$ cat src/rtl/fifo_out_drain_arb_if.sv
// Handshake bundle between the output-bridge FIFO bank, the drain arbiter and the core writeback port.
// master: the arbiter; slave: the FIFO bank / core side.
`ifndef DATA_WIDTH
`define DATA_WIDTH 8
`endif

interface fifo_out_drain_arb_if #(
  parameter int NUM_PORTS = 5,
  parameter int ID_WIDTH  = 3
);
  localparam int WORD_W = `DATA_WIDTH + 1;

  logic [NUM_PORTS-1:0]        fifo_empty;
  logic [NUM_PORTS-1:0]        fifo_valid;
  logic [NUM_PORTS*WORD_W-1:0] fifo_dout;
  logic [NUM_PORTS-1:0]        fifo_deq;
  logic [WORD_W-1:0]           core_data;
  logic [ID_WIDTH-1:0]         core_id;
  logic                        core_valid;
  logic                        core_ready;
  logic [NUM_PORTS-1:0]        grant;

  modport master (
    input  fifo_empty, fifo_valid, fifo_dout, core_ready,
    output fifo_deq, core_data, core_id, core_valid, grant
  );

  modport slave (
    output fifo_empty, fifo_valid, fifo_dout, core_ready,
    input  fifo_deq, core_data, core_id, core_valid, grant
  );
endinterface

$ cat src/rtl/fifo_out_drain_arb.sv
// Round-robin burst drain of NUM_PORTS output FIFOs onto one registered, id-tagged core port.
// Optional per-port delivered-word counters are enabled by defining DRAIN_STATS_EN.
`ifndef DATA_WIDTH
`define DATA_WIDTH 8
`endif

module fifo_out_drain_arb #(
  parameter int NUM_PORTS = 5,
  parameter int ID_WIDTH  = 3,
  parameter int BURST_MAX = 4
) (
  input  logic                  clk,
  input  logic                  rst,
  fifo_out_drain_arb_if.master  bus,
  input  logic [ID_WIDTH-1:0]   stat_sel,
  output logic [15:0]           stat_count
);
  localparam int WORD_W = `DATA_WIDTH + 1;
  localparam logic [3:0] BURST_LIM = 4'(BURST_MAX);

  typedef enum logic [0:0] {IDLE = 1'b0, DRAIN = 1'b1} state_t;

  state_t                 state_r;
  logic [ID_WIDTH-1:0]    last_r;
  logic [ID_WIDTH-1:0]    gidx_r;
  logic [NUM_PORTS-1:0]   grant_r;
  logic [3:0]             burst_r;
  logic [WORD_W-1:0]      core_data_r;
  logic [ID_WIDTH-1:0]    core_id_r;
  logic                   core_valid_r;

  logic                   out_free_s;
  logic                   sel_empty_s;
  logic                   sel_valid_s;
  logic [WORD_W-1:0]      sel_data_s;
  logic                   found_s;
  logic [ID_WIDTH-1:0]    found_idx_s;
  logic [ID_WIDTH-1:0]    cand_s;
  logic [NUM_PORTS-1:0]   deq_s;
  logic                   load_s;

  // Select the granted FIFO's status/data and find the next non-empty port after last_r.
  always_comb begin
    sel_empty_s = 1'b1;
    sel_valid_s = 1'b0;
    sel_data_s  = '0;
    found_s     = 1'b0;
    found_idx_s = '0;
    cand_s      = '0;
    for (int i = 0; i < NUM_PORTS; i++) begin
      sel_empty_s = (gidx_r == ID_WIDTH'(i)) ? bus.fifo_empty[i] : sel_empty_s;
      sel_valid_s = (gidx_r == ID_WIDTH'(i)) ? bus.fifo_valid[i] : sel_valid_s;
      sel_data_s  = (gidx_r == ID_WIDTH'(i)) ? bus.fifo_dout[i*WORD_W +: WORD_W] : sel_data_s;
    end
    for (int k = 1; k <= NUM_PORTS; k++) begin
      cand_s      = ID_WIDTH'((int'(last_r) + k) % NUM_PORTS);
      found_idx_s = (!found_s && !bus.fifo_empty[cand_s]) ? cand_s : found_idx_s;
      found_s     = found_s | ~bus.fifo_empty[cand_s];
    end
  end

  // Dequeue only into a free output slot; the reset cycle never dequeues.
  always_comb begin
    out_free_s = ~core_valid_r | bus.core_ready;
    if (!rst && state_r == DRAIN && out_free_s && !sel_empty_s) begin
      deq_s = grant_r;
    end else begin
      deq_s = '0;
    end
    load_s = (|deq_s) & sel_valid_s;
  end

  // Arbitration state machine and registered core-side output slot.
  always_ff @(posedge clk) begin
    if (rst) begin
      state_r      <= IDLE;
      last_r       <= ID_WIDTH'(NUM_PORTS - 1);
      gidx_r       <= '0;
      grant_r      <= '0;
      burst_r      <= 4'd0;
      core_data_r  <= '0;
      core_id_r    <= '0;
      core_valid_r <= 1'b0;
    end else begin
      if (load_s) begin
        core_data_r  <= sel_data_s;
        core_id_r    <= gidx_r;
        core_valid_r <= 1'b1;
      end else if (bus.core_ready) begin
        core_valid_r <= 1'b0;
      end
      case (state_r)
        IDLE: begin
          if (found_s) begin
            grant_r <= {{(NUM_PORTS-1){1'b0}}, 1'b1} << found_idx_s;
            gidx_r  <= found_idx_s;
            burst_r <= 4'd0;
            state_r <= DRAIN;
          end
        end
        DRAIN: begin
          if (load_s) begin
            burst_r <= burst_r + 4'd1;
          end
          if ((load_s && (burst_r + 4'd1 == BURST_LIM)) || (sel_empty_s && out_free_s)) begin
            state_r <= IDLE;
            last_r  <= gidx_r;
            grant_r <= '0;
          end
        end
        default: begin
          state_r <= IDLE;
          grant_r <= '0;
        end
      endcase
    end
  end

  assign bus.fifo_deq   = deq_s;
  assign bus.core_data  = core_data_r;
  assign bus.core_id    = core_id_r;
  assign bus.core_valid = core_valid_r;
  assign bus.grant      = grant_r;

`ifdef DRAIN_STATS_EN
  logic [15:0] cnt_r [NUM_PORTS];
  logic [15:0] stat_r;
  logic [15:0] sel_cnt_s;

  // Out-of-range selects fall through to zero.
  always_comb begin
    sel_cnt_s = 16'd0;
    for (int i = 0; i < NUM_PORTS; i++) begin
      sel_cnt_s = (stat_sel == ID_WIDTH'(i)) ? cnt_r[i] : sel_cnt_s;
    end
  end

  // Saturating per-port counters of accepted core words, plus registered readout.
  always_ff @(posedge clk) begin
    if (rst) begin
      for (int i = 0; i < NUM_PORTS; i++) begin
        cnt_r[i] <= 16'd0;
      end
      stat_r <= 16'd0;
    end else begin
      for (int i = 0; i < NUM_PORTS; i++) begin
        if (core_valid_r && bus.core_ready && core_id_r == ID_WIDTH'(i) && cnt_r[i] != 16'hFFFF) begin
          cnt_r[i] <= cnt_r[i] + 16'd1;
        end
      end
      stat_r <= sel_cnt_s;
    end
  end

  assign stat_count = stat_r;
`else
  logic unused_stat_sel_s;
  assign unused_stat_sel_s = ^stat_sel;
  assign stat_count = 16'd0;
`endif

endmodule
$ cat src/flat_wrapper.sv
// flat-port wrapper written by rule: the top's interface ports become plain ports
module fifo_out_drain_arb_flat 
#(
  parameter int NUM_PORTS = 5,
  parameter int ID_WIDTH  = 3,
  parameter int BURST_MAX = 4
)
  (clk, rst, stat_sel, stat_count, bus_fifo_empty, bus_fifo_valid, bus_fifo_dout, bus_core_ready, bus_fifo_deq, bus_core_data, bus_core_id, bus_core_valid, bus_grant);
  fifo_out_drain_arb_if #(.NUM_PORTS(NUM_PORTS), .ID_WIDTH(ID_WIDTH)) bus_i ();
  input  logic clk;
  input  logic rst;
  input  logic [ID_WIDTH-1:0] stat_sel;
  output logic [15:0] stat_count;
  input wire logic [$bits(bus_i.fifo_empty)-1:0] bus_fifo_empty;
  input wire logic [$bits(bus_i.fifo_valid)-1:0] bus_fifo_valid;
  input wire logic [$bits(bus_i.fifo_dout)-1:0] bus_fifo_dout;
  input wire logic [$bits(bus_i.core_ready)-1:0] bus_core_ready;
  output wire logic [$bits(bus_i.fifo_deq)-1:0] bus_fifo_deq;
  output wire logic [$bits(bus_i.core_data)-1:0] bus_core_data;
  output wire logic [$bits(bus_i.core_id)-1:0] bus_core_id;
  output wire logic [$bits(bus_i.core_valid)-1:0] bus_core_valid;
  output wire logic [$bits(bus_i.grant)-1:0] bus_grant;
  assign bus_i.fifo_empty = bus_fifo_empty;
  assign bus_i.fifo_valid = bus_fifo_valid;
  assign bus_i.fifo_dout = bus_fifo_dout;
  assign bus_i.core_ready = bus_core_ready;
  assign bus_fifo_deq = bus_i.fifo_deq;
  assign bus_core_data = bus_i.core_data;
  assign bus_core_id = bus_i.core_id;
  assign bus_core_valid = bus_i.core_valid;
  assign bus_grant = bus_i.grant;
  fifo_out_drain_arb #(.NUM_PORTS(NUM_PORTS), .ID_WIDTH(ID_WIDTH), .BURST_MAX(BURST_MAX)) u_core (.clk(clk), .rst(rst), .bus(bus_i), .stat_sel(stat_sel), .stat_count(stat_count));
endmodule
$ cat config.mk
export PLATFORM = sky130hd
export DESIGN_NAME = fifo_out_drain_arb_flat
export DESIGN_NICKNAME = d
export VERILOG_FILES = /design/src/rtl/fifo_out_drain_arb_if.sv /design/src/rtl/fifo_out_drain_arb.sv /design/src/flat_wrapper.sv
export SDC_FILE = /design/constraint.sdc
export NUM_CORES = 1
export LEC_CHECK = 0
export CAP_MARGIN = 10
export CORE_MARGIN = 2
export CORE_UTILIZATION = 56
export CTS_BUF_LIST = sky130_fd_sc_hd__clkbuf_4
export CTS_CLUSTER_SIZE = 14
export DETAILED_ROUTE_END_ITERATION = 10
export PLACE_DENSITY = 0.95
export SLEW_MARGIN = 20
export SYNTH_ARGS = -nofsm -noshare
export SYNTH_HDL_FRONTEND = slang
export SYNTH_SLANG_ARGS = --single-unit
$ cat constraint.sdc
create_clock -name clk -period 9.1 [get_ports clk]
set_clock_uncertainty 0.05 [all_clocks]
set_input_delay 1.82 -clock clk [delete_from_list [all_inputs] [get_ports clk]]
set_output_delay 1.82 -clock clk [all_outputs]
set_load 0.01 [all_outputs]
# --- Word level (Yosys, flattened, before mapping) ---
# Cells that the tools add are included.
totals:
  reg_bits: 29
  in_bits: 61
  output_inout_bits: 39
  word_cells: 114
op_classes:
  addsub: 6
  n_div: 5
  order_cmp: 5
  eq_ne: 8
  shift: 1
  muxes: 42
  bitwise_logic: 13
  n_reduce_logical: 26
op_table:
  columns: ["operator", "count"]
  rows:
  - ["modulo 32 x 4 -> 32 bit, second input constant", 5]
  - ["two-way mux 9 bit", 5]
  - ["< comparator 3 x 4 -> 1 bit, second input constant", 5]
  - ["two-way mux 1 bit", 19]
  - ["binary-select mux 1 bit (select 3 bit)", 5]
  - ["two-way mux 3 bit", 5]
  - ["two-way mux 5 bit", 3]
  - ["case mux 5 bit (2 select lines)", 1]
  - ["logical AND 1 bit", 9]
  - ["zero test 1 bit", 9]
  - ["adder 3 x 2 -> 4 bit, second input constant", 2]
  - ["adder 3 x 3 -> 4 bit, second input constant", 2]
  - ["two-way mux 4 bit", 2]
  - ["case mux 4 bit (2 select lines)", 1]
  - ["AND reduction 2 bit", 4]
  - ["inverter 1 bit", 7]
  - ["== test 3 x 2 -> 1 bit, second input constant", 2]
  - ["OR 1 bit", 5]
  - ["OR reduction 5 bit", 1]
  - ["left shift 1 x 3 -> 5 bit, first input constant", 1]
  - ["adder 3 x 1 -> 4 bit, second input constant", 1]
  - ["adder 4 x 1 -> 4 bit, second input constant", 1]
  - ["== test 4 x 3 -> 1 bit, second input constant", 1]
  - ["inequality test 2 bit, second input constant", 2]
  - ["other kinds (8)", 8]

# --- Logic depth before layout (Yosys ltp) ---
# Gate-level depths: netlist of run 1.
logic_depth:
  ltp_word: 15
  ltp_mapped: 20
  ltp_nobuf: 20

# --- Least setup slack after synthesis of run 1 ---
# No wires, ideal clock.
synth_path:
  path_type: "register to register"
  startpoint: "register u_core.last_r[0]"
  endpoint: "register u_core.gidx_r[0]"
  setup_time_ns: 0.116
  t_arrival_ns: 4.784
  required_time_ns: 8.934
  slack_ns: 4.150
  path_stages_with_launch: 19
  path_buffers: 2
  synth_period_minus_slack_ns: 4.950
  cell_sequence: "dfxtp_1 inv_1 clkbuf_1 buf_2 ha_1 ha_1 nor4b_1 nor4_1 nor2_1 ha_1 a21boi_0 a32oi_4 mux2_2 o211ai_4 nand2_2 or3_1 a211o_1 and3_4 a31o_1"
synth_between:
  elab_chain_len: 11
  word_cells_on_any_way: 46
  classes_between: "5 x add/sub; 5 x div; 15 x mux; 9 x bitwise; 12 x reduce/logical"
synth_rtl:
  columns: ["element", "line_no", "rtl"]
  rows:
  - ["start, declared", "fifo_out_drain_arb.sv:24", "logic [ID_WIDTH-1:0] last_r;"]
  - ["start signal, assigned", "fifo_out_drain_arb.sv:77", "last_r <= ID_WIDTH'(NUM_PORTS - 1);"]
  - ["start signal, assigned", "fifo_out_drain_arb.sv:107", "last_r <= gidx_r;"]
  - ["adder 3 x 1 -> 4 bit / adder 3 x 2 -> 4 bit (equally long branches)", "fifo_out_drain_arb.sv:56", "cand_s = ID_WIDTH'((int'(last_r) + k) % NUM_PORTS);"]
  - ["modulo 32 x 4 -> 32 bit", "fifo_out_drain_arb.sv:56", null]
  - ["binary-select mux 1 bit (select 3 bit)", "fifo_out_drain_arb.sv:57, fifo_out_drain_arb.sv:58", null]
  - ["two-way mux 1 bit (not written as such)", "fifo_out_drain_arb.sv:57, fifo_out_drain_arb.sv:58", null]
  - ["inverter 1 bit", "fifo_out_drain_arb.sv:58", "found_s = found_s | ~bus.fifo_empty[cand_s];"]
  - ["OR 1 bit", "fifo_out_drain_arb.sv:58", null]
  - ["zero test 1 bit / OR 1 bit (equally long branches)", "fifo_out_drain_arb.sv:57, fifo_out_drain_arb.sv:58", null]
  - ["logical AND 1 bit, or another cell as far along", "fifo_out_drain_arb.sv:57", "found_idx_s = (!found_s && !bus.fifo_empty[cand_s]) ? cand_s : found_idx_s;"]
  - ["two-way mux 3 bit, or another cell as far along", "fifo_out_drain_arb.sv:57", null]
  - ["two-way mux 3 bit / logical AND 1 bit (equally long branches)", "fifo_out_drain_arb.sv:57", null]
  - ["two-way mux 3 bit", "fifo_out_drain_arb.sv:57", null]
  - ["end signal, assigned", "fifo_out_drain_arb.sv:96", "gidx_r <= found_idx_s;"]
  - ["end, declared", "fifo_out_drain_arb.sv:25", "logic [ID_WIDTH-1:0] gidx_r;"]
# Several ways; a longest one is shown, not always the timed one. The select of a mux whose other input is x is not followed.
# A chain may end at the register's enable or synchronous reset.

# --- Final worst setup path of run 1 ---
layout_path:
  startpoint: "input bus_fifo_empty[3]"
  endpoint: "output bus_fifo_deq[2]"
layout_between:
  elab_chain_len: 5
layout_rtl:
  columns: ["element", "line_no", "rtl"]
  rows:
  - ["start, declared", "flat_wrapper.sv:14", "input wire logic [$bits(bus_i.fifo_empty)-1:0] bus_fifo_empty;"]
  - ["two-way mux 1 bit (2 in series)", "fifo_out_drain_arb.sv:51", "sel_empty_s = (gidx_r == ID_WIDTH'(i)) ? bus.fifo_empty[i] : sel_empty_s;"]
  - ["zero test 1 bit", "fifo_out_drain_arb.sv:65", "if (!rst && state_r == DRAIN && out_free_s && !sel_empty_s) begin"]
  - ["logical AND 1 bit", "fifo_out_drain_arb.sv:65", null]
  - ["two-way mux 5 bit", "fifo_out_drain_arb.sv:65", null]
  - ["end, declared", "flat_wrapper.sv:18", "output wire logic [$bits(bus_i.fifo_deq)-1:0] bus_fifo_deq;"]
# Every way passes these cells.

==> results.md, run 1 <==
- Status: finished clean
- Post-synth top cells: nor2_1, a21oi_1, dfxtp_1, nand2_1, ha_1
- Clock power share: a little over 7%
- Seq cells post-synth: 29
- Fin cells: between 600 and 700
- Clk Tree Root Cell: clkbuf_4
- Die H: 87.3 microns
- Post-synthesis sequential area ratio: 14.9%
- RSZ-0062 raised after global routing: no
- Critical Path Start: bus_fifo_empty[3]
- Sequential cell area: 581 sq um
- Switch share: ~51%
- Initial drt markers: ~550
- First-pass GRT wire length: ~18000 microns
- Most instantiated library cell after synthesis: nor2_1
- Routed WL: 11400 microns
- Vias: 4312
- Setup Buffers After CTS: 0
- Top_reg_cell synth: dfxtp_1
- Cells after Synth: between 400 and 500
- Top post-synthesis cells by area: dfxtp_1, ha_1, mux4_2
- Avg Cell Area, Syn: between 7 and 8 sq um
- Fmax: 0.162 GHz
- Fin. max-slew vios: 0
- WHS Path Cells: 2
- Starting density of the core: 57.6%
- Worst-path fanout max: 13
- EDFF count, synth: 0
- Largest net degree at the start of global routing: 39
- Final core occ: between 60% and 70%
- Critical Path Sink: bus_fifo_deq[2]
- P_leak: about 0.0017 uW
- # IOs: 100
- Synth warn: 0
- Final #Nets: 635
- # hold bufs at CTS: 0
- Cells on worst reg2reg path: 19
- Pwr per Cell Area: 212 mW/mm^2
- Die area: between 0.007 and 0.008 sq mm
- R2r startpoint: u_core.last_r[0]$_SDFFE_PP0P_
- CP peak stage delay: 720 ps
- Worst Path Required: 7230 ps
- Grt ovf: 0
- Slowest stage cell on the critical path: clkdlybuf4s50_1
- WP depth: 8
- Cts bufs inserted: 5
- Rows: 30
- Worst slew margin: 32.5%
- Worst vdd rail ir drop: roughly 0.15 mV
- Area occupied by multi-input gates: approximately 0.0030 sq mm
- DRC Markers: 0
- CTS tree: built
- Worst-Skew Late Latency: 320 ps
- Yosys cell types: 90
- Internal: 488 uW
- Synthesized cell area: slightly below 0.004 sq mm
- Global Route Usage Sum: 29.1%
- P&R area growth vs syn: 19.6%
- Seq pwr share: 20.0%
- # fillers: 500
- Yosys top cell area share: 14.9%
- Vias in the first global route: 3966
- Die X: 87.3 microns
- Top delay family on crit path: buffers and inverters
- Crit end category: output port
- Buf/Inv on CP: 3
- # Max-Cap Violations: 0
- Critical path type: input port to output port
- Initial antenna violation count: 0
- Cells along the critical path: clkdlybuf4s50_1 > mux4_2 > nor2_1 > a21oi_1 > nor2_1 > nand2_1 > inv_1 > clkdlybuf4s50_1
- Vias/cell: 6.86
- RD Place Congestion: 0.914
- Worst-case clock buffer depth: 2
- Fin. Hold Viols: 0
- Minimum clock period: 6190 ps
- Post-CTS sizing: 0
- # diodes: 0
- H-tree levels: 2
- Core Area: between 0.006 and 0.007 sq mm
- Comb pwr share: between 70 and 80%
- Final antenna-violating net count: 0
- Clock Pin Slew Worst Setup and Hold Paths: 90 ps
- Tcrit/Tclk final: 68.0%
- R2r endpoint: u_core.gidx_r[0]$_SDFFE_PP0P_
- Number of port buffers: 80
- Crit path launch type: input port
- DP HPWL: 8600 microns
- Slew @ Worst Pin: 1010 ps
- R2R Setup Slk: 3560 ps
- Arrival time at the worst endpoint: 4320 ps
- Worst Hold Class: register to register
- CTS sink count: 29
- Drt pass-1 iters: 5
- Setup TNS: 0 ps
- NetSw: between 400 and 500 uW
- Asr flop ratio synth: 0%
- Post-synth top area cell: dfxtp_1
- Placed Instances: 623
- Ratio of cells with drive above 1 in the final layout: 10.4%
- Setup violators final: 0
- WL/cell: between 15 and 20 microns
cells in the final DEF (no fill, tap or decap), types with 5 or more instances in the layout:
cell | synthesis | layout
nor3_1 | 20 | 20
mux4_2 | 12 | 12
o31ai_1 | 5 | 5
inv_1 | 23 | 23
clkdlybuf4s50_1 | 0 | 80
a221oi_1 | 10 | 10
nand2b_1 | 6 | 6
nand2_1 | 29 | 29
o22a_1 | 5 | 5
o21ai_0 | 20 | 20
a211oi_1 | 8 | 8
o21ai_1 | 5 | 5
ha_1 | 24 | 24
dfxtp_1 | 29 | 29
mux2i_1 | 14 | 14
o22ai_1 | 7 | 7
and2_1 | 6 | 6
nor4_1 | 6 | 6
a21oi_1 | 29 | 29
conb_1 | 1 | 16
clkbuf_4 | 0 | 5
a31oi_1 | 8 | 8
nor2_1 | 45 | 45
o211ai_1 | 6 | 6
nor3b_1 | 5 | 5
nand3_1 | 12 | 12
power groups by stage:
| stage | Combinational, uW | Sequential [uW] | Clock (uW) |
|---|---|---|---|
| floorplan | 563 | 172 | 0 |
| global placement | 674 | 198 | 0 |
| detailed placement | 701 | 200 | 0 |
| CTS | 704 | 197 | 70.0 |
| global route | 781 | 203 | 75.2 |
| finish | 719 | 197 | 70.6 |
tightest hold or removal path, cell delays in order, from the launching register on:
cell	delay, ps
dfxtp_1	340
nand2_1	60
o21ai_1	50
cell families after synthesis:
family,after synthesis,synth area share (%)
compound gates,163,31.7
xor+xnor,5,1.61
fa+ha+maj,24,7.72
buf+inv,73,9.39
flops,29,14.9
mux,30,11.7
other cells,1,0.0964
simple gates,166,22.8
area by class of cell:
cell class,count,share of cell area (%)
Tap cell,80,2.15
Multi-Input combinational cell,404,64.5
Clock inverter,1,0.108
Sequential cell,29,12.5
Timing Repair Buffer,84,17.9
Inverter,26,2.10
Clock buffer,5,0.807
metrics by stage:
stage / power [uW] / instance area [sq um] / hold WS, ps / setup WS (ps)
floorplan: 736 / 3950 / 429 / 4150
global placement: 872 / 4610 / 419 / 2970
detailed placement: 902 / 4610 / 428 / 2980
CTS: 971 / 4650 / 440 / 2980
global route: 1060 / 4650 / 475 / 2800
finish: 987 / 4650 / 439 / 2910
registers in the layout, indices dropped and copies added (netlist names):
signal                 flops
u_core.burst_r             4
u_core.bus.core_data       9
u_core.bus.core_id         3
u_core.bus.core_valid      1
u_core.bus.grant           5
u_core.gidx_r              3
u_core.last_r              3
u_core.state_r             1
worst min path at each step:
stage / end / slack [ps] / startpoint
final: u_core.bus.grant[0]$_SDFFE_PP0P_ / 440 / u_core.bus.grant[0]$_SDFFE_PP0P_
after global routing: u_core.bus.core_data[8]$_SDFFE_PP0P_ / 480 / u_core.bus.core_data[8]$_SDFFE_PP0P_
after CTS: u_core.bus.grant[0]$_SDFFE_PP0P_ / 440 / u_core.bus.grant[0]$_SDFFE_PP0P_
after detailed placement: u_core.bus.grant[0]$_SDFFE_PP0P_ / 430 / u_core.bus.grant[0]$_SDFFE_PP0P_
after global placement: u_core.bus.grant[0]$_SDFFE_PP0P_ / 420 / u_core.bus.grant[0]$_SDFFE_PP0P_
after floorplan: u_core.burst_r[3]$_SDFFE_PP0P_ / 430 / u_core.burst_r[3]$_SDFFE_PP0P_
layer usage:
metal,vias up,part of all wire (%),track usage [%]
li1,1954,-,-
met1,2025,39,37.8
met2,282,49,49.2
met3,51,8.5,4.17
met4,0,3.1,9.79
met5,-,0,0
Note: power is estimated with default switching activity, not from simulation.
==> inputs of run 2 (changes only) <==
- CORE_UTILIZATION: 56 -> 52
- clock period: 9.1 -> 6.4 ns (I/O delays scaled with it)
==> run 2 against run 1 <==
- non-clock buffer count grew 5
- first-iteration DRC count shrank 45%
- critical endpoint is now u_core.gidx_r[0]$_SDFFE_PP0P_
- sequential share of layout area shrank 0.18 points
- final cell count grew 4.0%
- highest routed layer unchanged
- worst hold slack gained 1.8 ps
- critical path type is now register to register
- largest power group unchanged
- utilization shrank 3.8 points
==> results.md, run 2 (synthesis results as in run 1) <==
- Status: finished clean (unchanged)
- Final antenna-violating net count: 0 (unchanged)
- R2r endpoint: u_core.gidx_r[0]$_SDFFE_PP0P_ (unchanged)
- Worst-path fanout max: 12 (was 13)
- Post-CTS sizing: 0 (unchanged)
- Die H: 90.5 microns (was 87.3 microns)
- Tcrit/Tclk final: between 80% and 90%
- Fin. max-slew vios: 0 (unchanged)
- Hold Path End: u_core.bus.grant[0]$_SDFFE_PP0P_ (unchanged)
- Starting density of the core: 53.6% (was 57.6%)
- Final #Nets: 640 (was 635)
- Minimum clock period: 5580 ps
- Slew @ Worst Pin: 719 ps (was 1010 ps)
- Crit end category: register (was output port)
- Clk Tree Root Cell: clkbuf_4 (unchanged)
- Global Route Usage Sum: 27.8% (was 29.1%)
- Grt ovf: 0 (unchanged)
- RSZ-0062 raised after global routing: no (unchanged)
- CTS tree: built (unchanged)
- # hold bufs at CTS: 0 (unchanged)
- Setup violators final: 0 (unchanged)
- Clock power share: 7.8% (was 7.2%)
- Sequential cell area: 581 sq um (unchanged)
- Core Area: 0.00725 sq mm (was 0.00676 sq mm)
- WL/cell: 17.7 microns (was 18.1 microns)
- # IOs: 100 (unchanged)
- NetSw: 716 uW (was 499 uW)
- Cells on worst reg2reg path: 18 (was 19)
- Max reg flops: 9 (unchanged)
- P_leak: 0.00178 uW (was 0.00175 uW)
- Worst-Skew Late Latency: 340 ps (was 320 ps)
- Internal: 709 uW (was 488 uW)
- Clock Pin Slew Worst Setup and Hold Paths: 90 ps (about the same)
- Comb pwr share: 75.1% (was 72.9%)
- Cells along the critical path: ha_1 > and2b_4 > nor2_4 > inv_2 > ha_1 > nor4b_1 > nor4_1 > nor2_1 > ha_1 > a21boi_0 > a32oi_4 > mux2_2 > o211ai_4 > nand2_2 > or3_1 > a211o_1 > and3_4 > a31o_1 (was clkdlybuf4s50_1 > mux4_2 > nor2_1 > a21oi_1 > nor2_1 > nand2_1 > inv_1 > clkdlybuf4s50_1)
- Vias/cell: 6.48 (was 6.86)
- Top delay family on crit path: simple AND/OR/NAND/NOR gates (was buffers and inverters)
- DRC Markers: 0 (unchanged)
- Switch share: 50.3% (was 50.6%)
- Pwr per Cell Area: 302 mW/mm^2 (was 212 mW/mm^2)
- Worst Path Required: 6590 ps (was 7230 ps)
- Vias: 4236 (was 4312)
- Setup TNS: 0 ps (unchanged)
- HP Start: u_core.bus.grant[0]$_SDFFE_PP0P_ (unchanged)
- Crit path launch type: register (was input port)
- Worst-case clock buffer depth: 2 (unchanged)
- Critical path type: register to register (was input port to output port)
- Final core occ: 65.1% (was 68.9%)
- Rows: 31 (was 30)
- R2r startpoint: u_core.last_r[1]$_SDFFE_PP0P_ (was u_core.last_r[0]$_SDFFE_PP0P_)
- Seq pwr share: 17.1% (was 20.0%)
- Setup Buffers After CTS: 0 (unchanged)
- Buf/Inv on CP: 1 (was 3)
- Arrival time at the worst endpoint: 5770 ps (was 4320 ps)
- Fin. Hold Viols: 0 (unchanged)
- Slowest stage cell on the critical path: dfxtp_1 (was clkdlybuf4s50_1)
- H-tree levels: 2 (unchanged)
- CP peak stage delay: 630 ps (was 720 ps)
- Worst vdd rail ir drop: 0.121 mV (was 0.151 mV)
- P&R area growth vs syn: 21.3% (was 19.6%)
- Largest net degree at the start of global routing: 38 (was 39)
- Fmax: 0.179 GHz
- First-pass GRT wire length: 19100 microns (was 18200 microns)
- RD Place Congestion: 0.950 (was 0.914)
- Die area: 0.00819 sq mm (was 0.00763 sq mm)
- # fillers: 613 (was 500)
- Worst slew margin: 51.8% (was 32.5%)
- Initial antenna violation count: 0 (unchanged)
- Drt pass-1 iters: 6 (was 5)
- Number of port buffers: 80 (unchanged)
- Most frequent cells in the layout: clkdlybuf4s50_1, nor2_1, nand2_1, a21oi_1, dfxtp_1 (unchanged)
- Die X: 90.5 microns (was 87.3 microns)
- Routed WL: 11600 microns (was 11400 microns)
- CTS sink count: 29 (unchanged)
- R2R Setup Slk: 820 ps (was 3560 ps)
- Area occupied by multi-input gates: 0.00300 sq mm (unchanged)
- Most common cell after layout, fill and taps aside: clkdlybuf4s50_1 (unchanged)
- Ratio of cells with drive above 1 in the final layout: 11.2% (was 10.4%)
- WHS Path Cells: 2 (unchanged)
- # Max-Cap Violations: 0 (unchanged)
- Vias in the first global route: 4011 (was 3966)
- # diodes: 0 (unchanged)
- Worst Hold Class: register to register (unchanged)
- Initial drt markers: 304 (was 552)
- DP HPWL: 8680 microns (was 8600 microns)
- Most frequent CP cell: ha_1
- Cts bufs inserted: 5 (unchanged)
run 2: changes by cell type in the layout (fill, tap and decap cells not counted), sizes merged:
cell    delta
clkbuf     +1
buf        +5
run 2: layer usage:
layer / track usage [%] / vias up / share of wire [%]
li1: - / 1967 / -
met3: 4.17 / 43 / 6.5
met2: 46.9 / 219 / 50
met4: 11.0 / 0 / 3.1
met5: 0 / - / 0
met1: 35.6 / 2007 / 40
run 2: layout make-up:
| cell class | instances | share of cell area, % |
|---|---|---|
| inverter | 26 | 2.07 |
| clock inverter | 1 | 0.0795 |
| clock buffer | 6 | 0.954 |
| timing repair buffer | 89 | 18.4 |
| multi-input combinational | 404 | 63.6 |
| tap | 99 | 2.62 |
| sequential | 29 | 12.3 |
run 2: power groups by stage:
stage	Sequential, uW	Clock, uW	Combinational [uW]
finish	243	112	1070
global route	246	122	1160
CTS	242	112	1050
detailed placement	246	0	1040
global placement	244	0	1010
floorplan	245	0	801
run 2: through the flow:
step / setup WS [ps] / power, uW / hold slack [ps] / instance area [sq um] / instances
3_5_place_dp: 898 / 1290 / 431 / 4670 / 647
4_1_cts: 861 / 1400 / 445 / 4720 / 654
6_report: 817 / 1430 / 441 / 4720 / 654
5_1_grt: 503 / 1530 / 474 / 4720 / 654
2_1_floorplan: 1450 / 1050 / 429 / 3950 / 506
3_3_place_gp: 1100 / 1250 / 415 / 4670 / 647
run 2: worst register-to-register path, delay by kind of cell, from the launching register on:
kind,cells,cell delay (ps)
simple gates,8,2110
compound gates,5,1160
fa+ha+maj,3,1010
flops,1,630
mux,1,410
buf+inv,1,100
run 2: worst max-delay path by stage:
stage                                  start                            end  slack [ps]  cells after the start
3_5_place_dp   u_core.last_r[1]$_SDFFE_PP0P_  u_core.gidx_r[0]$_SDFFE_PP0P_         900                     18
6_report       u_core.last_r[1]$_SDFFE_PP0P_  u_core.gidx_r[0]$_SDFFE_PP0P_         820                     18
2_1_floorplan  u_core.last_r[0]$_SDFFE_PP0P_  u_core.gidx_r[0]$_SDFFE_PP0P_        1450                     18
4_1_cts        u_core.last_r[1]$_SDFFE_PP0P_  u_core.gidx_r[0]$_SDFFE_PP0P_         860                     18
3_3_place_gp   u_core.last_r[1]$_SDFFE_PP0P_  u_core.gidx_r[0]$_SDFFE_PP0P_        1100                     18
5_1_grt        u_core.last_r[1]$_SDFFE_PP0P_  u_core.gidx_r[0]$_SDFFE_PP0P_         500                     18
==> inputs of run 3 (changes only) <==
- CORE_UTILIZATION: 52 -> 50
- PLACE_DENSITY: 0.95 -> 0.94
==> run 3 against run 2 <==
- worst setup slack gained 130 ps
- combinational power is essentially flat
- sequential share of layout area is essentially flat
- final cell count up 0.76%
- critical path depth increased by 1
- first-iteration DRC count grew 27%
- global-route usage decreased by 1.8 points
- die area rose by 3.8%
- critical path type unchanged
- critical endpoint unchanged
==> results.md, run 3 (synthesis results as in run 1) <==
- Starting density of the core: 50.9% (was 53.6%)
- Fmax: 0.184 GHz (was 0.179 GHz)
- R2r endpoint: u_core.gidx_r[0]$_SDFFE_PP0P_ (unchanged)
- Worst vdd rail ir drop: 0.117 mV (was 0.121 mV)
- # Max-Cap Violations: 0 (unchanged)
- WP depth: 19 (was 18)
- CP peak stage delay: 650 ps (was 630 ps)
- Max reg flops: 9 (unchanged)
- Fin. Hold Viols: 0 (unchanged)
- Largest net degree at the start of global routing: 38 (unchanged)
- Initial antenna violation count: 0 (unchanged)
- Worst-path fanout max: 12 (unchanged)
- Setup TNS: 0 ps (unchanged)
- Setup violators final: 0 (unchanged)
- H-tree levels: 2 (unchanged)
- Slew @ Worst Pin: 701 ps (was 719 ps)
- Initial drt markers: 386 (was 304)
- # diodes: 0 (unchanged)
- Cells on worst reg2reg path: 19 (was 18)
- Buf/Inv on CP: 2 (was 1)
- Internal: 712 uW (was 709 uW)
- Clock power share: 8.1% (was 7.8%)
- Worst Path Required: 6600 ps (was 6590 ps)
- Most frequent CP cell: ha_1 (unchanged)
- Worst slew margin: 52.6% (was 51.8%)
- Routed WL: 11300 microns (was 11600 microns)
- Vias/cell: 6.40 (was 6.48)
- Status: finished clean (unchanged)
- Rows: 32 (was 31)
- Crit end category: register (unchanged)
- P&R area growth vs syn: 21.8% (was 21.3%)
- WHS Path Cells: 2 (unchanged)
- Crit path launch type: register (unchanged)
- CTS tree: built (unchanged)
- Final #Nets: 641 (was 640)
- Worst Hold Class: register to register (unchanged)
- CTS sink count: 29 (unchanged)
- RD Place Congestion: 0.917 (was 0.950)
- Most frequent cells in the layout: clkdlybuf4s50_1, nor2_1, nand2_1, a21oi_1, dfxtp_1 (unchanged)
- Most common cell after layout, fill and taps aside: clkdlybuf4s50_1 (unchanged)
- Arrival time at the worst endpoint: 5640 ps (was 5770 ps)
- Vias: 4216 (was 4236)
- Critical Path Start: u_core.last_r[1]$_SDFFE_PP0P_ (unchanged)
- Setup Buffers After CTS: 0 (unchanged)
- Comb pwr share: 75.3% (was 75.1%)
- Tcrit/Tclk final: 85.1% (was 87.2%)
- # IOs: 100 (unchanged)
- R2R Setup Slk: 950 ps (was 820 ps)
- Slowest stage cell on the critical path: nor4b_1 (was dfxtp_1)
- Switch share: 50.2% (was 50.3%)
- Die X: 92.2 microns (was 90.5 microns)
- Cells along the critical path: buf_4 > ha_1 > and2b_4 > nor2_4 > inv_2 > ha_1 > nor4b_1 > nor4_1 > nor2_1 > ha_1 > a21boi_0 > a32oi_4 > mux2_2 > o211ai_4 > nand2_2 > or3_1 > a211o_1 > and3_4 > a31o_1 (was ha_1 > and2b_4 > nor2_4 > inv_2 > ha_1 > nor4b_1 > nor4_1 > nor2_1 > ha_1 > a21boi_0 > a32oi_4 > mux2_2 > o211ai_4 > nand2_2 > or3_1 > a211o_1 > and3_4 > a31o_1)
- DP HPWL: 8530 microns (was 8680 microns)
- Core Area: 0.00765 sq mm (was 0.00725 sq mm)
- WL/cell: 17.1 microns (was 17.7 microns)
- # hold bufs at CTS: 0 (unchanged)
- Global Route Usage Sum: 26.0% (was 27.8%)
- Top delay family on crit path: simple AND/OR/NAND/NOR gates (unchanged)
- DP Worst Slack: 1030 ps (was 898 ps)
- Critical Path Sink: u_core.gidx_r[0]$_SDFFE_PP0P_ (unchanged)
- Post-CTS sizing: 0 (unchanged)
- Worst-Skew Late Latency: 340 ps (about the same)
- Die area: 0.00850 sq mm (was 0.00819 sq mm)
- Clk Tree Root Cell: clkbuf_4 (unchanged)
- Clock Pin Slew Worst Setup and Hold Paths: 100 ps (was 90 ps)
- Cts bufs inserted: 5 (unchanged)
- First-pass GRT wire length: 18200 microns (was 19100 microns)
- Worst setup margin: 951 ps (was 817 ps)
- P_leak: 0.00179 uW (was 0.00178 uW)
- Drt pass-1 iters: 5 (was 6)
- Critical path type: register to register (unchanged)
- Pwr per Cell Area: 302 mW/mm^2 (about the same)
- Grt ovf: 0 (unchanged)
- Power, Total: 1430 uW (about the same)
- Minimum clock period: 5450 ps (was 5580 ps)
- Worst-case clock buffer depth: 2 (unchanged)
- RSZ-0062 raised after global routing: no (unchanged)
- Final antenna-violating net count: 0 (unchanged)
- Vias in the first global route: 4007 (was 4011)
- Fin. max-slew vios: 0 (unchanged)
- Seq pwr share: 16.6% (was 17.1%)
- DRC Markers: 0 (unchanged)
- Number of port buffers: 80 (unchanged)
- Ratio of cells with drive above 1 in the final layout: 11.7% (was 11.2%)
- Die H: 92.2 microns (was 90.5 microns)
- R2r startpoint: u_core.last_r[1]$_SDFFE_PP0P_ (unchanged)
- NetSw: 718 uW (was 716 uW)
-- run 3: cell types whose count changed in the layout (fill, tap and decap cells not counted), sizes merged --
cell,delta
buf,+1
clkinv,+1
-- run 3: worst reg2reg max path, cell delays in order (launching register included) --
cell and delay (ps):
dfxtp_1 320, buf_4 190, ha_1 480, and2b_4 270, nor2_4 130, inv_2 100
ha_1 250, nor4b_1 650, nor4_1 160, nor2_1 240, ha_1 230, a21boi_0 150
a32oi_4 400, mux2_2 420, o211ai_4 120, nand2_2 130, or3_1 380, a211o_1 300
and3_4 180, a31o_1 220
-- run 3: worst min path at each step --
stage,start,slack (ps),end
CTS,u_core.bus.grant[4]$_SDFFE_PP0P_,440,u_core.bus.grant[4]$_SDFFE_PP0P_
finish,u_core.bus.grant[4]$_SDFFE_PP0P_,440,u_core.bus.grant[4]$_SDFFE_PP0P_
floorplan,u_core.burst_r[3]$_SDFFE_PP0P_,430,u_core.burst_r[3]$_SDFFE_PP0P_
global route,u_core.bus.grant[1]$_SDFFE_PP0P_,470,u_core.bus.grant[1]$_SDFFE_PP0P_
global placement,u_core.bus.grant[0]$_SDFFE_PP0P_,420,u_core.bus.grant[0]$_SDFFE_PP0P_
detailed placement,u_core.bus.grant[4]$_SDFFE_PP0P_,430,u_core.bus.grant[4]$_SDFFE_PP0P_
-- run 3: routing by layer --
metal / GRT usage (%) / share of wire [%] / vias up
li1: - / - / 1967
met1: 32.0 / 40 / 1987
met2: 46.4 / 51 / 226
met3: 3.45 / 7.5 / 36
met4: 8.71 / 2.2 / 0
met5: 0 / 0 / -
-- run 3: per-stage QoR --
| stage | hold WS (ps) | utilization (%) | std cells | area, sq um |
|---|---|---|---|---|
| finish | 439 | 61.9 | 659 | 4740 |
| global route | 468 | 61.9 | 659 | 4740 |
| CTS | 442 | 61.9 | 659 | 4740 |
| detailed placement | 429 | 61.2 | 651 | 4680 |
| global placement | 419 | 61.2 | 651 | 4680 |
| floorplan | 429 | - | 506 | 3950 |
-- run 3: layout make-up --
class / instances / area [sq um]
Multi-Input combinational cell: 404 / 3000
Timing Repair Buffer: 90 / 876
Sequential cell: 29 / 581
Clock buffer: 6 / 45.0
Fill cell: 635 / 2910
Clock inverter: 2 / 10.0
Inverter: 26 / 97.6
Tap cell: 102 / 128
-- run 3: power groups by stage --
stage	Sequential, uW	Clock, uW	Combinational [uW]
global placement	239	0	1010
global route	242	126	1160
finish	237	115	1080
floorplan	245	0	801
CTS	237	117	1050
detailed placement	241	0	1050
